$ cat src/rtl/branch_pred_ctrl.sv
// branch_pred_ctrl: 2-bit saturating-counter branch predictor with an
// in-order resolve queue and a one-cycle mispredict/flush recovery FSM.
// Optional feature: define BP_GSHARE_EN to XOR the table index with a
// global history register (gshare); undefined gives a pure bimodal index.
module branch_pred_ctrl #(
  parameter int IDX_W   = 4,
  parameter int Q_DEPTH = 4
) (
  input  logic                       clk,
  input  logic                       rst,
  input  logic                       fetch_valid,
  input  logic                       fetch_is_br,
  input  logic [15:0]                fetch_pc,
  output logic                       pred_taken,
  output logic                       fetch_stall,
  input  logic                       res_valid,
  input  logic                       res_taken,
  output logic                       mispredict,
  output logic                       flush,
  output logic [$clog2(Q_DEPTH):0]   q_count
);

  localparam int PW      = $clog2(Q_DEPTH);
  localparam int ENTRIES = 1 << IDX_W;

  typedef enum logic {RUN, RECOVER} state_t;

  state_t state, state_nxt;

  logic [1:0]       ctr    [ENTRIES];
  logic [IDX_W-1:0] q_idx  [Q_DEPTH];
  logic             q_pred [Q_DEPTH];
  logic [PW-1:0]    head, tail;

  logic [IDX_W-1:0] lookup_idx;
  logic [IDX_W-1:0] pop_idx;
  logic             push, pop, mis;

  // PC bits outside the index field do not affect prediction
  logic unused_pc;
  assign unused_pc = ^{fetch_pc[15:IDX_W+1], fetch_pc[0]};

`ifdef BP_GSHARE_EN
  logic [IDX_W-1:0] ghr;

  // gshare lookup index: PC index folded with resolved-branch history
  always_comb begin
    lookup_idx = fetch_pc[IDX_W:1] ^ ghr;
  end

  // Non-speculative history: shifted only on accepted pops, kept across flush
  always_ff @(posedge clk or negedge rst) begin
    if (!rst) begin
      ghr <= '0;
    end else if (pop) begin
      ghr <= {ghr[IDX_W-2:0], res_taken};
    end
  end
`else
  // Bimodal lookup index straight from the halfword-aligned PC
  always_comb begin
    lookup_idx = fetch_pc[IDX_W:1];
  end
`endif

  // Lookup, queue handshakes and pop result
  always_comb begin
    pred_taken = ctr[lookup_idx][1];
    push       = fetch_valid & fetch_is_br & ~fetch_stall;
    pop        = res_valid & (q_count != '0) & (state == RUN);
    pop_idx    = q_idx[head];
    mis        = pop & (res_taken != q_pred[head]);
  end

  // Counter table: reset to weakly-not-taken, saturating training on pop
  always_ff @(posedge clk or negedge rst) begin
    if (!rst) begin
      for (int unsigned i = 0; i < ENTRIES; i++) begin
        ctr[i] <= 2'b01;
      end
    end else if (pop) begin
      if (res_taken && ctr[pop_idx] != 2'b11) begin
        ctr[pop_idx] <= ctr[pop_idx] + 2'b01;
      end else if (!res_taken && ctr[pop_idx] != 2'b00) begin
        ctr[pop_idx] <= ctr[pop_idx] - 2'b01;
      end
    end
  end

  // Queue payload storage; no reset needed since q_count gates every read
  always_ff @(posedge clk) begin
    if (push) begin
      q_idx[tail]  <= lookup_idx;
      q_pred[tail] <= pred_taken;
    end
  end

  // Queue pointers and occupancy; a mispredicting pop wipes everything,
  // including a push arriving in the same cycle
  always_ff @(posedge clk or negedge rst) begin
    if (!rst) begin
      head    <= '0;
      tail    <= '0;
      q_count <= '0;
    end else if (mis) begin
      head    <= '0;
      tail    <= '0;
      q_count <= '0;
    end else begin
      if (push) tail <= tail + PW'(1);
      if (pop)  head <= head + PW'(1);
      case ({push, pop})
        2'b10:   q_count <= q_count + 1'b1;
        2'b01:   q_count <= q_count - 1'b1;
        default: q_count <= q_count;
      endcase
    end
  end

  // FSM state register
  always_ff @(posedge clk or negedge rst) begin
    if (!rst) begin
      state <= RUN;
    end else begin
      state <= state_nxt;
    end
  end

  // FSM next state and recovery outputs
  always_comb begin
    state_nxt   = state;
    mispredict  = 1'b0;
    flush       = 1'b0;
    fetch_stall = (q_count == ($clog2(Q_DEPTH)+1)'(Q_DEPTH));
    case (state)
      RUN: begin
        if (mis) state_nxt = RECOVER;
      end
      RECOVER: begin
        mispredict  = 1'b1;
        flush       = 1'b1;
        fetch_stall = 1'b1;
        state_nxt   = RUN;
      end
      default: state_nxt = RUN;
    endcase
  end

endmodule

$ cat config.mk
export PLATFORM = sky130hd
export DESIGN_NAME = branch_pred_ctrl
export DESIGN_NICKNAME = d
export VERILOG_FILES = /design/src/rtl/branch_pred_ctrl.sv
export SDC_FILE = /design/constraint.sdc
export NUM_CORES = 1
export LEC_CHECK = 0
export CORE_UTILIZATION = 57
export CTS_CLUSTER_DIAMETER = 30
export DETAILED_ROUTE_END_ITERATION = 8
export HOLD_SLACK_MARGIN = 0.12
export PLACE_DENSITY = 0.79
export SYNTH_ARGS = -nofsm -noshare
export SYNTH_HDL_FRONTEND = slang
export SYNTH_SLANG_ARGS = --single-unit
$ cat constraint.sdc
create_clock -name clk -period 4 [get_ports clk]
set_input_delay 0.4 -clock clk [delete_from_list [all_inputs] [get_ports clk]]
set_output_delay 0.4 -clock clk [all_outputs]
set_load 0.03 [all_outputs]
==> results.cfg, run 1 <==
[sta]
worstMarginPinSlew_ps = 1200
slew_headroom_pct = 19.4
final.setup.tns_ps = 0
min_period_ps = 3760
rsz0062_at_grt = no
period_share_pct = 94.1
holdWs_ps = 188
final-setup-viol-count = 0
fin_skew_ps = 8.35
fmax_mhz = 266
hold_viol_final = 0
drv_slew = 0

[yosys]
synth_area_um2 = 3120
synth_top_area_share_pct = 19.2
synth-seq-cells = 60
synthCells = 226
synth-async-reset-ratio_pct = 66.7
yosys-top-cells-count = 36 x mux2_2, 26 x mux2i_1, 24 x dfrtp_1
synth_warnings = 0
synth-edff-count = 20
synthesis.nets = 255
synth.most_common_cell = mux2_2
yosysTopAreaCell = dfrtp_1
ys_seq_area_share_pct = 52.0
synthFlopType = dfrtp_1
ys_types = 40
yosys-top-cells-area = dfrtp_1 19%, edfxtp_1 19%, dfstp_2 13%
syn_avg_cell_area_um2 = 13.8

[drt]
first_iter_violations = 152
drtPass1Iterations = 4
wl_per_cell_um = 17.1
drt-total-wl_um = 5690
ant_nets = 0
vias_per_cell = 5.56
via_count = 1845
drc_errors = 0

[critical_path]
crit_path_end_kind = flop
critical_path_class = reg2reg
cp.arrival_ps = 4020
critPathRequiredTime_ps = 4260
rrSetupSlack_ps = 240
cp_max_fo = 16
start_kind = flop

[job]
maxCapViolCount = 0

[power_and_ir_drop]
p_int_w = 0.00180
combPwrFrac_pct = 48.7
p_sw_w = 0.00111
p_seq_share_pct = 36.5
peakVddDrop_uv = 410
pwr-share-clk_pct = 14.8
swShare_pct = 38.2
power.leakage_nw = 1.47
powerDensity_nw_per_um2 = 819

[finish]
design_area_um2 = 3560
finalNetCount = 286
drive_above_1_share_pct = 35.1
utilization_pct = 68.4
area_delta_synth_final_pct = 14.1
fillerInstances = 372
antennaDiodeCount = 0

[placement]
gp_congestion = 0.833
placed_cell_area_um2 = 3350
io_buffers = 16
dp_hpwl_um = 4150

[clock_tree]
clkTransAtPathRegs_ps = 60
cts_tree = built
cts_buffers = 9
clock_latency_ps = 330
cts_buffer_depth = 2
clockRootBuffer = clkbuf_8
cts_resized = 0
clkSinkCount = 60
cts_htree_levels = 3

[floorplan]
ios = 29
initial_core_util_pct = 60.0
rows = 26
die_y_um = 76.0
core-area_um2 = 5200
die_area_um2 = 5770
die_w_um = 76.0

[global_routing]
grt_max_degree = 41
grt_pass1_vias = 1840
grt_pass1_wl_um = 9360
grt.overflow.total = 0
antenna_found_initial = 0
global_route.usage.total_pct = 21.3

[run_status]
status = finished clean

[worst_hold_path]
min_path_type = in2async
==> logic make-up (layout without fill, tap and decap cells) <==
kind of cell    after synthesis  in the layout  synth area share [%]
compound gates                6              6                  1.60
simple gates                 56             56                  9.58
flops                        60             60                  52.0
fa+ha+maj                     7              7                  3.05
buf+inv                      17             53                  2.93
mux                          73             73                  28.9
xor+xnor                      7              7                  1.96
==> power by group through the flow <==
stage / clock network (W) / registers (W) / logic, W
after CTS: 0.000439 / 0.00106 / 0.00138
final: 0.000431 / 0.00106 / 0.00142
after floorplan: 0 / 0.00105 / 0.00103
after detailed placement: 0 / 0.00108 / 0.00137
after global placement: 0 / 0.00106 / 0.00133
after global routing: 0.000466 / 0.00109 / 0.00154
==> stage by stage <==
step | worst slack, ps | instances | power (W)
2_1_floorplan | 447 | 226 | 0.00209
3_3_place_gp | 217 | 309 | 0.00239
3_5_place_dp | 227 | 309 | 0.00244
4_1_cts | 141 | 325 | 0.00288
5_1_grt | 8.93 | 332 | 0.00310
6_report | 238 | 332 | 0.00291
==> repair_timing <==
action / CTS / global route
endpoints found under the hold margin: 0 / 0
hold buffers: 0 / 0
buffers inserted: 0 / 7
endpoints found under the setup margin: 0 / 4
==> layout make-up <==
| class | instances | area, um^2 | area share (%) |
|---|---|---|---|
| Clock buffer | 12 | 135 | 3.80 |
| Clock inverter | 4 | 17.5 | 0.492 |
| Inverter | 6 | 22.5 | 0.633 |
| Multi-Input combinational cell | 149 | 1410 | 39.5 |
| Sequential cell | 60 | 1620 | 45.6 |
| Tap cell | 70 | 87.6 | 2.46 |
| Timing Repair Buffer | 31 | 268 | 7.52 |
==> placed cells by master (no fill, tap or decap), types with 3 or more instances in the layout <==
cell type	n
nand2_1	9
mux2_2	36
clkbuf_1	3
nor2_1	22
mux2i_1	26
mux4_2	7
clkbuf_8	9
nand3_1	3
edfxtp_1	20
dfstp_2	16
clkdlybuf4s50_1	15
ha_1	6
and2_1	5
buf_4	15
nor2b_1	4
dfrtp_1	24
inv_1	6
xor2_1	5
==> path summary, 6_finish.rpt <==
path / start / to / cells after the start
setup / recovery: head[0] / ctr[11] / 11
hold / removal: rst / ctr[5] / 1
setup reg to reg: head[0] / ctr[11] / 11
hold reg to reg: ctr[27] / ctr[27] / 1
max in group asynchronous: rst / ctr[9] / 1
min in group clk: ctr[27] / ctr[27] / 1
==> critical path, cell delays in order (launching register included) <==
cell and delay (ps):
dfrtp_1 450, buf_4 180, mux4_1 670, buf_4 220, or2_2 310, nor2_1 150
or4_1 130, ha_1 140, nor2b_1 70, buf_4 140, xnor2_1 920, mux2_2 310
==> metal layers <==
layer	wire (um)	track usage, %	up-vias
met2	2780	33.9	23
met1	2670	28.7	926
met4	95	9.42	0
met3	140	4.19	11
met5	0	0	-
li1	-	-	885
No activity file was read; power rests on OpenSTA's default activity.
==> inputs of run 2 (changes only) <==
--- a/config.mk
+++ b/config.mk
@@ -5,11 +5,12 @@
 export SDC_FILE = /design/constraint.sdc
 export NUM_CORES = 1
 export LEC_CHECK = 0
-export CORE_UTILIZATION = 57
+export CORE_UTILIZATION = 59
+export CTS_BUF_LIST = sky130_fd_sc_hd__clkbuf_8
 export CTS_CLUSTER_DIAMETER = 30
 export DETAILED_ROUTE_END_ITERATION = 8
 export HOLD_SLACK_MARGIN = 0.12
-export PLACE_DENSITY = 0.79
+export PLACE_DENSITY = 0.82
 export SYNTH_ARGS = -nofsm -noshare
 export SYNTH_HDL_FRONTEND = slang
 export SYNTH_SLANG_ARGS = --single-unit
==> run 2 against run 1 <==
Against the previous run:
- worst setup slack got worse by 52 ps
- combinational power about the same
- via count increased by 2.3%
- critical path depth unchanged
- routed wire length increased by 8.1%
- non-clock buffer count decreased by 4
- final area increased by 0.49%
- die area decreased by 3.3%
- flip-flop and latch count unchanged
- hold slack got worse by 24 ps
- register-to-register slack got worse by 50 ps
==> results.cfg, run 2 (synthesized netlist as in run 1, its figures left out) <==
[critical_path]
crit_path_end_kind = flop
critPathRequiredTime_ps = 4230
crit_family = simple AND/OR/NAND/NOR gates
cp_max_fo = 6
start_kind = flop
cp_num_buf_inv = 0
cp_cell_sequence = mux4_1 > mux2i_1 > mux2_4 > nor2_1 > or4_1 > ha_1 > nor2b_2 > nor2_1 > nor4b_2 > nor2b_1 > mux2_2
cp.arrival_ps = 4040
critical_path_class = reg2reg
cpPeakStageDelay_ps = 740
critical-path-slowest-cell = mux4_1
crit_top_cell = nor2_1

[sta]
slew_headroom_pct = 36.6
worstMarginPinSlew_ps = 928
drv_slew = 0
period_share_pct = 95.4
final.setup.tns_ps = 0
final-setup-viol-count = 0
hold_viol_final = 0
fmax_mhz = 262
fin_skew_ps = 10.0
min_period_ps = 3810
rsz0062_at_grt = no

[power_and_ir_drop]
power.leakage_nw = 1.49
peakVddDrop_uv = 374
powerDensity_nw_per_um2 = 833

[drt]
drt-total-wl_um = 6150
drtPass1Iterations = 4
ant_nets = 0
via_count = 1888
drc_errors = 0
first_iter_violations = 172
vias_per_cell = 5.74
wl_per_cell_um = 18.7

[floorplan]
initial_core_util_pct = 61.1
core-area_um2 = 5110
die_area_um2 = 5580
rows = 26
die_w_um = 74.7
die_y_um = 74.7
ios = 29

[placement]
post-place-cells = 308
dp_hpwl_um = 4240
gp_congestion = 0.837
io_buffers = 16

[finish]
area_delta_synth_final_pct = 14.6
final_common_cell = mux2_2
finalNetCount = 283
layout_common_cells = 36 x mux2_2, 26 x mux2i_1, 23 x dfrtp_1
layout.cells.non_filler = 329
multiInputGateArea_um2 = 1440
fillerInstances = 368
drive_above_1_share_pct = 35.5
utilization_pct = 70.0
regArea_um2 = 1620
antennaDiodeCount = 0

[job]
maxCapViolCount = 0

[global_routing]
grt_pass1_vias = 1846
antenna_found_initial = 0
grt.overflow.total = 0
grt_pass1_wl_um = 9430
global_route.usage.total_pct = 24.0
grt_max_degree = 41

[clock_tree]
cts_hold_buf = 0
cts_buffer_depth = 2
clockRootBuffer = clkbuf_8
cts_htree_levels = 3
clkSinkCount = 60
cts_buffers = 9
cts_tree = built
clock_latency_ps = 340
clkTransAtPathRegs_ps = 70

[run_status]
status = finished clean

[worst_hold_path]
min_path_type = in2async
[run 2: changes by cell type in the layout (fill, tap and decap cells not counted)]
cell,delta
buf_4,-4
clkbuf_1,-3
inv_1,+3
clkbuf_8,+1
clkinv_1,-1
dfrtp_1,-1
dfrtp_2,+1
mux4_1,+1
nor2b_1,-1
nor2b_2,+1
xnor2_1,-1
xnor2_2,+1
[run 2: metal layers]
layer  track usage, %  wire (um)  vias to the layer above
met3             7.90        348                       14
met4             8.81        102                        0
li1                 -          -                      886
met2             38.2       3020                       46
met5                0          0                        -
met1             31.0       2680                      942
[run 2: power by group]
part / switching (W) / total, W / internal (W)
clock network: 0.000219 / 0.000450 / 0.000230
registers: 0.000165 / 0.00108 / 0.000914
logic: 0.000765 / 0.00145 / 0.000686
[run 2: worst reg2reg max path: cells and delay by family, from the launching register on]
kind / cells / cell delay (ps)
AND/OR/NAND/NOR: 6 / 1510
adder cells (fa/ha/maj): 1 / 210
multiplexers: 4 / 1490
flip-flops: 1 / 480
[run 2: repair_timing]
item	in CTS	in global routing
resized for setup	0	3
setup buffers	0	4
endpoints found under the setup margin	0	29
[run 2: final timing paths]
check,from,to,slack [ps],cells after the start
min in group clk,ctr[19],ctr[19],530,1
max in group asynchronous,rst,head[0],3250,1
hold reg to reg,ctr[19],ctr[19],530,1
setup reg to reg,head[0],ctr[3],190,11
hold / removal,rst,head[0],160,1
setup / recovery,head[0],ctr[3],190,11
[run 2: final cells by class]
cell class	instances	share of cell area [%]
inverter	6	0.630
multi-input combinational	150	40.4
timing repair buffer	27	6.65
clock buffer	10	3.85
tap	70	2.45
sequential	60	45.4
clock inverter	6	0.700
[run 2: stage by stage]
step / hold WS, ps / power, W / area (um^2) / setup slack (ps)
3_5_place_dp: 519 / 0.00244 / 3350 / 47.0
5_1_grt: 249 / 0.00318 / 3580 / 21.6
4_1_cts: 221 / 0.00291 / 3510 / 9.12
3_3_place_gp: 511 / 0.00239 / 3350 / 128
6_report: 164 / 0.00298 / 3580 / 186
2_1_floorplan: 104 / 0.00209 / 3120 / 447
==> inputs of run 3 (changes only) <==
--- a/config.mk
+++ b/config.mk
@@ -5,12 +5,14 @@
 export SDC_FILE = /design/constraint.sdc
 export NUM_CORES = 1
 export LEC_CHECK = 0
+export CAP_MARGIN = 40
 export CORE_UTILIZATION = 59
 export CTS_BUF_LIST = sky130_fd_sc_hd__clkbuf_8
 export CTS_CLUSTER_DIAMETER = 30
 export DETAILED_ROUTE_END_ITERATION = 8
 export HOLD_SLACK_MARGIN = 0.12
 export PLACE_DENSITY = 0.82
+export SLEW_MARGIN = 10
 export SYNTH_ARGS = -nofsm -noshare
 export SYNTH_HDL_FRONTEND = slang
 export SYNTH_SLANG_ARGS = --single-unit
==> run 3 against run 2 <==
Against the previous run:
- cell count grew 1.8%
- critical path depth is the same
- register-to-register slack gained 20 ps
- sequential power is essentially flat
- via count grew 2.2%
- global-route usage grew 0.47 points
- highest routed layer unchanged
- non-clock buffer count grew 6
==> results.cfg, run 3 (synthesized netlist as in run 1, its figures left out) <==
[floorplan]
die_y_um = 74.7
initial_core_util_pct = 61.1
rows = 26
die_area_um2 = 5580
ios = 29
core-area_um2 = 5110
die_w_um = 74.7

[power_and_ir_drop]
peakVddDrop_uv = 347
powerDensity_nw_per_um2 = 827
pwr-share-clk_pct = 14.2
p_sw_w = 0.00115
p_int_w = 0.00184
swShare_pct = 38.4
p_seq_share_pct = 36.1
power.leakage_nw = 1.51
combPwrFrac_pct = 49.7

[global_routing]
grt.overflow.total = 0
antenna_found_initial = 0
grt_pass1_wl_um = 9490
grt_pass1_vias = 1841
grt_max_degree = 37
global_route.usage.total_pct = 24.5

[finish]
area_delta_synth_final_pct = 16.0
layout_common_cells = 36 x mux2_2, 26 x mux2i_1, 23 x dfrtp_1
antennaDiodeCount = 0
drive_above_1_share_pct = 35.5
final_common_cell = mux2_2
finalNetCount = 289

[sta]
setup_ws_ps = 210
worstMarginPinSlew_ps = 741
fmax_mhz = 264
rsz0062_at_grt = no
drv_slew = 0
slew_headroom_pct = 50.2
hold_viol_final = 0
final.setup.tns_ps = 0
final-setup-viol-count = 0
min_period_ps = 3790
fin_skew_ps = 6.06
holdWs_ps = 443
period_share_pct = 94.7

[critical_path]
start_kind = flop
crit_path_end_kind = flop
crit_end = ctr[3]
critical_path_class = reg2reg
r2r_cells = 11
rrSetupSlack_ps = 210
cp.arrival_ps = 4020
reg2reg_to = ctr[3]
cp-startpoint = head[0]
critPathRequiredTime_ps = 4230
worstReg2RegStart = head[0]
cp_max_fo = 6

[clock_tree]
clockRootBuffer = clkbuf_8
cts_buffer_depth = 2
clkTransAtPathRegs_ps = 60
cts_htree_levels = 3
clkSinkCount = 60
cts_buffers = 9
clock_latency_ps = 340
cts_tree = built

[placement]
io_buffers = 16
dp_slack_ps = 38.6
dp_hpwl_um = 4390
gp_congestion = 0.837

[drt]
drtPass1Iterations = 4
drc_errors = 0
first_iter_violations = 154
wl_per_cell_um = 19.0
vias_per_cell = 5.76
ant_nets = 0
drt-total-wl_um = 6350
via_count = 1930

[run_status]
status = finished clean

[job]
maxCapViolCount = 0

[worst_hold_path]
min_path_type = in2async
run 3: worst min path at each step:
stage | startpoint | to | slack [ps] | cells after the start
3_5_place_dp | rst | ctr[7] | 250 | 1
6_report | rst | ctr[7] | 440 | 2
4_1_cts | rst | ctr[7] | 430 | 2
5_1_grt | rst | ctr[7] | 450 | 2
3_3_place_gp | ctr[19] | ctr[19] | 510 | 1
2_1_floorplan | rst | ctr[11] | 100 | 0
run 3: repair_timing:
item                       in CTS  in global routing
setup buffers                   0                  6
hold endpoints to repair        4                  0
setup endpoints to repair       0                 27
resized for setup               0                  3
hold buffers                    1                  0
run 3: critical path: stages, from the launching register on:
cell and delay (ps):
dfrtp_2 480, mux4_2 670, mux2i_1 220, mux2_2 200, nor2_1 70, or4_1 520, ha_1 220, nor2b_2 200
nor2_1 130, nor4b_2 290, nor2b_1 300, mux2_2 360
run 3: routing by layer:
layer  global-route usage, %  vias up  wire [um]
met5                       0        -          0
met4                    11.9        0        135
met3                    6.02       15        348
met2                    38.4       67       3160
met1                    32.2      957       2700
li1                        -      891          -
run 3: final cells by class:
cell class              count  area, um^2
clock inverters             7        27.5
multi-input cells         150        1430
well taps                  70        87.6
flip-flops and latches     60        1620
inverters                   6        22.5
repair buffers             33         303
fillers                   350        1490
clock buffers               9         124
run 3: power by group through the flow:
stage / clock (W) / combinational, W / sequential (W)
after detailed placement: 0 / 0.00141 / 0.00108
after global placement: 0 / 0.00133 / 0.00106
after global routing: 0.000460 / 0.00162 / 0.00111
after CTS: 0.000431 / 0.00142 / 0.00107
final: 0.000426 / 0.00149 / 0.00108
after floorplan: 0 / 0.00103 / 0.00105
run 3: per-stage QoR:
stage	instance area (um^2)	total power (W)	utilization, %	std cells
after floorplan	3120	0.00209	-	226
after global placement	3350	0.00239	65.5	308
after detailed placement	3370	0.00249	66.1	310
after CTS	3540	0.00292	69.2	327
after global routing	3620	0.00319	70.9	335
final	3620	0.00299	70.9	335
